`src/rtl/multdiv_seq.sv`:
```
// Iterative RV32M divide/remainder unit (DIV, DIVU, REM, REMU) for the EX stage.
// Restoring shift-subtract division, one quotient bit per cycle, with a sign-fix cycle.
module multdiv_seq #(
   parameter int DATA_WIDTH = 32,
   parameter int CNT_WIDTH  = $clog2(DATA_WIDTH)
) (
   input  logic                  clk,
   input  logic                  rst_n,
   input  logic                  start_i,
   input  logic [1:0]            op_i,
   input  logic [DATA_WIDTH-1:0] dividend_i,
   input  logic [DATA_WIDTH-1:0] divisor_i,
   input  logic                  flush_i,
   output logic                  stall_o,
   output logic                  busy_o,
   output logic                  valid_o,
   output logic [DATA_WIDTH-1:0] result_o
);

   // Handshake: start_i is a request held by the pipeline until the one-cycle valid_o
   // pulse; it is consumed only in IDLE, and flush_i always wins over start_i.

   typedef enum logic [1:0] {
      IDLE = 2'd0,
      CALC = 2'd1,
      FIX  = 2'd2,
      DONE = 2'd3
   } state_t;

   localparam logic [DATA_WIDTH-1:0] MIN_NEG  = {1'b1, {(DATA_WIDTH-1){1'b0}}};
   localparam logic [DATA_WIDTH-1:0] ALL_ONES = {DATA_WIDTH{1'b1}};
   localparam logic [CNT_WIDTH-1:0]  CNT_LAST = CNT_WIDTH'(DATA_WIDTH - 1);

   state_t state, state_nx;

   logic [CNT_WIDTH-1:0]  cnt_q;
   logic                  rem_sel_q;
   logic                  quo_neg_q;
   logic                  rem_neg_q;
   logic [DATA_WIDTH-1:0] dvd_q;
   logic [DATA_WIDTH-1:0] dsr_q;
   logic [DATA_WIDTH-1:0] quo_q;
   logic [DATA_WIDTH-1:0] rem_q;
   logic [DATA_WIDTH-1:0] result_q;

   logic                  accept;
   logic                  is_signed;
   logic                  is_rem;
   logic                  dvd_neg;
   logic                  dsr_neg;
   logic                  div_zero;
   logic                  overflow;
   logic                  special;
   logic [DATA_WIDTH-1:0] dvd_abs;
   logic [DATA_WIDTH-1:0] dsr_abs;
   logic [DATA_WIDTH-1:0] special_res;

   logic [DATA_WIDTH:0]   rem_shift;
   logic [DATA_WIDTH:0]   diff;
   logic                  qbit;
   logic [DATA_WIDTH-1:0] rem_step;
   logic [DATA_WIDTH-1:0] fix_res;

   // Operand decode, only meaningful in the accept cycle.
   always_comb begin
      accept      = (state == IDLE) && start_i && !flush_i;
      is_signed   = !op_i[0];
      is_rem      = op_i[1];
      dvd_neg     = is_signed && dividend_i[DATA_WIDTH-1];
      dsr_neg     = is_signed && divisor_i[DATA_WIDTH-1];
      dvd_abs     = dvd_neg ? -dividend_i : dividend_i;
      dsr_abs     = dsr_neg ? -divisor_i  : divisor_i;
      div_zero    = (divisor_i == '0);
      overflow    = is_signed && (dividend_i == MIN_NEG) && (divisor_i == ALL_ONES);
      special     = div_zero || overflow;
      special_res = '0;
      if (div_zero) begin
         special_res = is_rem ? dividend_i : ALL_ONES;
      end else if (overflow) begin
         special_res = is_rem ? '0 : MIN_NEG;
      end
   end

   // One restoring step; the borrow out of the widened subtract decides the quotient bit.
   always_comb begin
      rem_shift = {rem_q, dvd_q[DATA_WIDTH-1]};
      diff      = rem_shift - {1'b0, dsr_q};
      qbit      = !diff[DATA_WIDTH];
      rem_step  = qbit ? diff[DATA_WIDTH-1:0] : rem_shift[DATA_WIDTH-1:0];
   end

   always_comb begin
      fix_res = '0;
      if (rem_sel_q) begin
         fix_res = rem_neg_q ? -rem_q : rem_q;
      end else begin
         fix_res = quo_neg_q ? -quo_q : quo_q;
      end
   end

   always_ff @(posedge clk or negedge rst_n) begin
      if (!rst_n) begin
         state <= IDLE;
      end else begin
         state <= state_nx;
      end
   end

   always_comb begin
      state_nx = state;
      stall_o  = 1'b0;
      busy_o   = 1'b1;
      valid_o  = 1'b0;
      case (state)
         IDLE: begin
            busy_o = 1'b0;
            if (accept) begin
               stall_o  = 1'b1;
               state_nx = special ? DONE : CALC;
            end
         end
         CALC: begin
            stall_o = 1'b1;
            if (cnt_q == '0) begin
               state_nx = FIX;
            end
         end
         FIX: begin
            stall_o  = 1'b1;
            state_nx = DONE;
         end
         DONE: begin
            valid_o  = !flush_i;
            state_nx = IDLE;
         end
         default: begin
            state_nx = IDLE;
         end
      endcase
      if (flush_i) begin
         state_nx = IDLE;
      end
   end

   always_ff @(posedge clk or negedge rst_n) begin
      if (!rst_n) begin
         cnt_q     <= '0;
         rem_sel_q <= 1'b0;
         quo_neg_q <= 1'b0;
         rem_neg_q <= 1'b0;
         dvd_q     <= '0;
         dsr_q     <= '0;
         quo_q     <= '0;
         rem_q     <= '0;
         result_q  <= '0;
      end else if (flush_i) begin
         cnt_q <= '0;
      end else begin
         case (state)
            IDLE: begin
               if (start_i) begin
                  rem_sel_q <= is_rem;
                  quo_neg_q <= dvd_neg ^ dsr_neg;
                  rem_neg_q <= dvd_neg;
                  dvd_q     <= dvd_abs;
                  dsr_q     <= dsr_abs;
                  quo_q     <= '0;
                  rem_q     <= '0;
                  if (special) begin
                     result_q <= special_res;
                     cnt_q    <= '0;
                  end else begin
                     cnt_q <= CNT_LAST;
                  end
               end
            end
            CALC: begin
               dvd_q <= {dvd_q[DATA_WIDTH-2:0], 1'b0};
               rem_q <= rem_step;
               quo_q <= {quo_q[DATA_WIDTH-2:0], qbit};
               if (cnt_q != '0) begin
                  cnt_q <= cnt_q - 1'b1;
               end
            end
            FIX: begin
               result_q <= fix_res;
            end
            default: begin
            end
         endcase
      end
   end

   assign result_o = result_q;

endmodule

```
`config.mk`:
```
export PLATFORM = sky130hd
export DESIGN_NAME = multdiv_seq
export DESIGN_NICKNAME = d
export VERILOG_FILES = /design/src/rtl/multdiv_seq.sv
export SDC_FILE = /design/constraint.sdc
export NUM_CORES = 1
export LEC_CHECK = 0
export ABC_AREA = 0
export CORE_ASPECT_RATIO = 2
export CORE_MARGIN = 2
export CORE_UTILIZATION = 34
export DETAILED_ROUTE_END_ITERATION = 8
export GPL_TIMING_DRIVEN = 0
export PLACE_DENSITY = 0.57
export SKIP_CTS_REPAIR_TIMING = 1
export SLEW_MARGIN = 0
export SYNTH_ARGS = -nofsm -noshare
export SYNTH_HDL_FRONTEND = slang
export SYNTH_SLANG_ARGS = --single-unit
```
`constraint.sdc`:
```
create_clock -name clk -period 7.6 [get_ports clk]
set_input_delay 1.52 -clock clk [delete_from_list [all_inputs] [get_ports clk]]
set_output_delay 1.52 -clock clk [all_outputs]
set_load 0.05 [all_outputs]
```
* After elaboration in Yosys (flattened, before gate mapping)
Cells that the tools add are included.
** Storage, ports and cells
- Output and inout bits :: 35
- Flip-flop bits (word level) :: 170
- Logic and storage cells :: 84
- Bits of input ports :: 70
** Operators by class
- Reduce and logical (&&, ||, !) cells :: 23
- Equal/unequal tests :: 11
- Multiplexer cells :: 32
- Bitwise operators :: 2
- Add/subtract/negate cells :: 6
** Operators with widths (number)
- $mux 32 :: 14
- $pmux 32 s2 :: 4
- $neg 32->32 :: 4
- $eq 32x32->1 const B :: 2
- $sub 33x32->33 :: 1
- $logic_not 32->1 :: 1
- $mux 5 :: 4
- $ne 3x3->1 const B :: 4
- $pmux 5 s2 :: 1
- $reduce_and 3->1 :: 3
- $mux 2 :: 4
- $pmux 2 s4 :: 1
- $logic_and 1x1->1 :: 6
- $logic_not 5->1 :: 1
- $reduce_bool 5->1 :: 1
- $sub 5x1->5 const B :: 1
- $eq 2x2->1 const B :: 2
- $ne 2x2->1 const B :: 2
- $reduce_and 4->1 :: 1
- $reduce_bool 2->1 :: 2
- $logic_not 1->1 :: 3
- $mux 1 :: 3
- $reduce_bool 3->1 :: 1
- $eq 2x1->1 const B :: 1
- other kinds (7) :: 7

* Depth between registers and ports, before layout
- Depth after elaboration :: 8
- Depth in mapped cells :: 13
- Depth with buffers taken out :: 11

* Least setup slack after synthesis
No wires, ideal clock.
- Kind :: input to output
- From :: input port flush_i
- To :: output port stall_o
- Setup slack :: 2888 ps
- Stages :: 5
- Path buffers :: 3
- Data arrival time :: 3192 ps
- Data required time :: 6080 ps
- Cell sequence :: clkbuf_1 > or2_2 > clkbuf_1 > clkbuf_1 > a21oi_1
** Between the ends
- Longest elaborated chain between the ends :: 4
** Ends and longest elaborated chain
- from (decl) :: line 13 : input logic flush_i,
- $logic_not 1->1 :: line 66 : accept = (state == IDLE) && start_i && !flush_i;
- $logic_and 1x1->1 :: line 66
- $mux 1 :: line 117 : if (accept) begin
- $pmux 1 s2 :: line 114 : case (state)
- to (decl) :: line 14 : output logic stall_o,
Every way passes these cells.

* Worst setup path after layout
- From :: input port start_i
- To :: output port stall_o
** Between the ends
- Longest elaborated chain between the ends :: 4
** Ends and longest elaborated chain
- from (decl) :: line 9 : input logic start_i,
- $logic_and 1x1->1 (2 in series) :: line 66
- $mux 1 :: line 117
- $pmux 1 s2 :: line 114
Every way passes these cells.

==> flow_metrics.py <==
metrics = {
    "timing": {
        "fin_tns_setup_ps": 0,
        "fmax_ghz": 0.173,
        "worst_slew_pin_slew_ps": 1190,
        "final_hold_viol_count": 0,
        "setup_viol": 0,
        "layout_min_cycle_time_ps": 5790,
        "finClkSkew_ps": 9.77,
        "period_share": 0.762,
        "max-slew-margin-rel": 0.205,
        "maxSlewViolCount": 0,
        "rsz0062_at_grt": "no",
    },
    "synthesis": {
        "synth_cell_type_count": 71,
        "syn_area_per_cell_um2": 8.06,
        "ys_ff_latch": 170,
        "synth_edf_count": 0,
        "ys_seq_area_frac": 0.340,
        "ys_async_sr_fraction": 1.00,
        "synth_ff_type": "dfrtp_1",
        "ys_warn_count": 0,
        "synth_cells": 1554,
        "synth_area_mm2": 0.0125,
        "synth_fp_nets": 1669,
    },
    "power": {
        "power_frac_seq": 0.272,
        "p_switching_mw": 2.39,
        "p_int_mw": 2.57,
        "swShare": 0.482,
        "p_comb_frac": 0.543,
        "p_clk_frac": 0.185,
        "power.density_mw_per_mm2": 336,
        "power_leakage_nw": 6.36,
        "ir_drop_mv": 0.225,
    },
    "floorplanning": {
        "dieWidth_um": 140,
        "floorplan.rows": 99,
        "die_height_um": 275,
        "start_util": 0.344,
        "dieArea_mm2": 0.0385,
        "core_area_mm2": 0.0364,
        "io_pins": 105,
    },
    "clock_network": {
        "clk_latency_ps": 460,
        "cts_tree": "built",
        "clock-sinks": 170,
        "path_clk_slew_ps": 70,
        "max-clock-path-buffers": 2,
        "htree_levels": 4,
        "cts-buffers-inserted": 17,
        "cts-root-buf": "clkbuf_16",
    },
    "drt": {
        "ant_nets": 0,
        "drc": 0,
        "wl_per_cell_um": 21.3,
        "drt_pass1_iterations": 6,
        "vias_per_cell": 5.63,
        "drt_iter0_markers": 712,
        "num_vias": 12100,
        "finalWirelength_mm": 45.8,
    },
    "placed_design": {
        "port_buffers": 103,
        "place_congestion": 0.981,
        "dp_hpwl_mm": 37.1,
        "dp.cells": 2112,
    },
    "cells_and_area": {
        "nNetsFinal": 1792,
        "instances_no_fill": 2144,
        "final_common_cell": "nand2_1",
        "synthToLayoutAreaGrowth_pct": 17.9,
        "antenna_cells": 0,
        "final_cell_mix": "219 x nand2_1, 170 x dfrtp_1, 146 x o21ai_0",
        "drive_gt1_frac": 0.0450,
    },
    "critical_path": {
        "worstPathArrival_ps": 4270,
        "crit_type": "in -> out",
        "reg2regPathDepth": 11,
        "rrSetupSlack_ps": 3020,
        "cp_max_fo": 10,
        "cp-end-kind": "primary output",
        "r2r-start": "rem_q[0]$_DFFE_PN0P_",
        "crit_required_ps": 6080,
        "startpoint_type": "input pin",
        "r2r_end": "rem_q[25]$_DFFE_PN0P_",
    },
    "grt": {
        "grt_overflow": 0,
        "grt_max_degree": 117,
        "grt_pass1_wl_mm": 70.9,
        "grt-busiest-layer": "met2",
        "use_met2": 0.464,
        "grt_pass1_vias": 12400,
        "antenna_found_initial": 0,
        "gr-usage-met1": 0.233,
        "grt_use_met3": 0.0265,
        "grt_usage": 0.240,
    },
    "outcome": {
        "outcome": "finished clean",
    },
    "flow_run": {
        "drv_cap": 0,
    },
    "worst_hold_path": {
        "hold_class": "reg -> reg",
        "worstHoldStart": "dsr_q[18]$_DFFE_PN0P_",
        "holdPathEnd": "dsr_q[18]$_DFFE_PN0P_",
        "worstHoldPathCells": 2,
    },
}
==> critical path: stages <==
cell,delay [ps]
clkdlybuf4s50_1,540
nand2_1,110
or2_2,370
clkbuf_1,310
clkbuf_1,370
a21oi_1,230
clkdlybuf4s50_1,820
==> layout make-up <==
type,count,area (um^2)
sequential,170,4250
inverter,72,270
fill,3794,21700
clock buffer,17,425
clock inverter,15,179
buffer,95,379
multi-input combinational,1217,7620
tap,454,568
timing repair buffer,104,1060
==> cell families after synthesis <==
group	after synthesis	synth area share
mux	13	0.0106
buf+inv	167	0.0518
compound gates	502	0.260
xor+xnor	139	0.0972
simple gates	518	0.195
flops	170	0.340
fa+ha+maj	45	0.0456
==> power by group through the flow <==
stage          sequential, mW  combinational [mW]  clock (mW)
3_3_place_gp             1.36                2.64           0
6_report                 1.35                2.69       0.919
3_5_place_dp             1.37                2.68           0
2_1_floorplan            1.44                1.74           0
4_1_cts                  1.35                2.69       0.932
5_1_grt                  1.39                2.99       0.963
==> synthesized netlist by cell type (all sizes together), types with 8 or more instances <==
cell type	instances	area share
a22o	32	0.022
a21o	14	0.0084
xnor2	81	0.057
nor2b	10	0.0050
mux2i	11	0.0088
buf	19	0.0074
or4	11	0.0072
nand2	220	0.066
nand4	18	0.0090
o211ai	24	0.014
or3	32	0.017
o41ai	16	0.011
a31oi	14	0.0075
ha	44	0.044
clkbuf	76	0.023
a221o	16	0.013
o221ai	10	0.0075
dfrtp	170	0.34
a21oi	126	0.050
nor3	45	0.018
nor2	106	0.032
nand2b	28	0.014
nor4	11	0.0072
inv	72	0.022
a211oi	8	0.0048
xor2	58	0.041
nand3	10	0.0040
o31ai	31	0.020
o21ai	152	0.061
o21a	10	0.0060
==> metrics by stage <==
stage,util,total power [mW],hold WS [ps],worst slack (ps),instance area (um^2)
final,0.405,4.96,477,1810,14800
after global placement,0.388,4.00,462,-2150,14100
after global routing,0.405,5.34,509,1690,14800
after floorplan,-,3.18,449,2890,12500
after CTS,0.405,4.97,486,1730,14800
after detailed placement,0.389,4.04,470,1730,14200
==> registers in the layout (all words and copies together), names as in the netlist <==
name	flops
cnt_q	5
dsr_q	32
dvd_q	32
quo_neg_q	1
quo_q	32
rem_neg_q	1
rem_q	32
rem_sel_q	1
result_o	32
state	2
==> layer usage <==
metal / vias up / routed length, um
met3: 137 / 1420
met1: 5728 / 16000
met4: 0 / 3550
li1: 5812 / -
met2: 388 / 24800
met5: - / 0
==> worst max-delay path by stage <==
stage,start,end
5_1_grt,start_i,stall_o
2_1_floorplan,flush_i,stall_o
4_1_cts,start_i,stall_o
3_3_place_gp,rst_n,quo_q[22]$_DFFE_PN0P_
6_report,start_i,stall_o
3_5_place_dp,start_i,stall_o
Note: power is estimated with default switching activity, not from simulation.
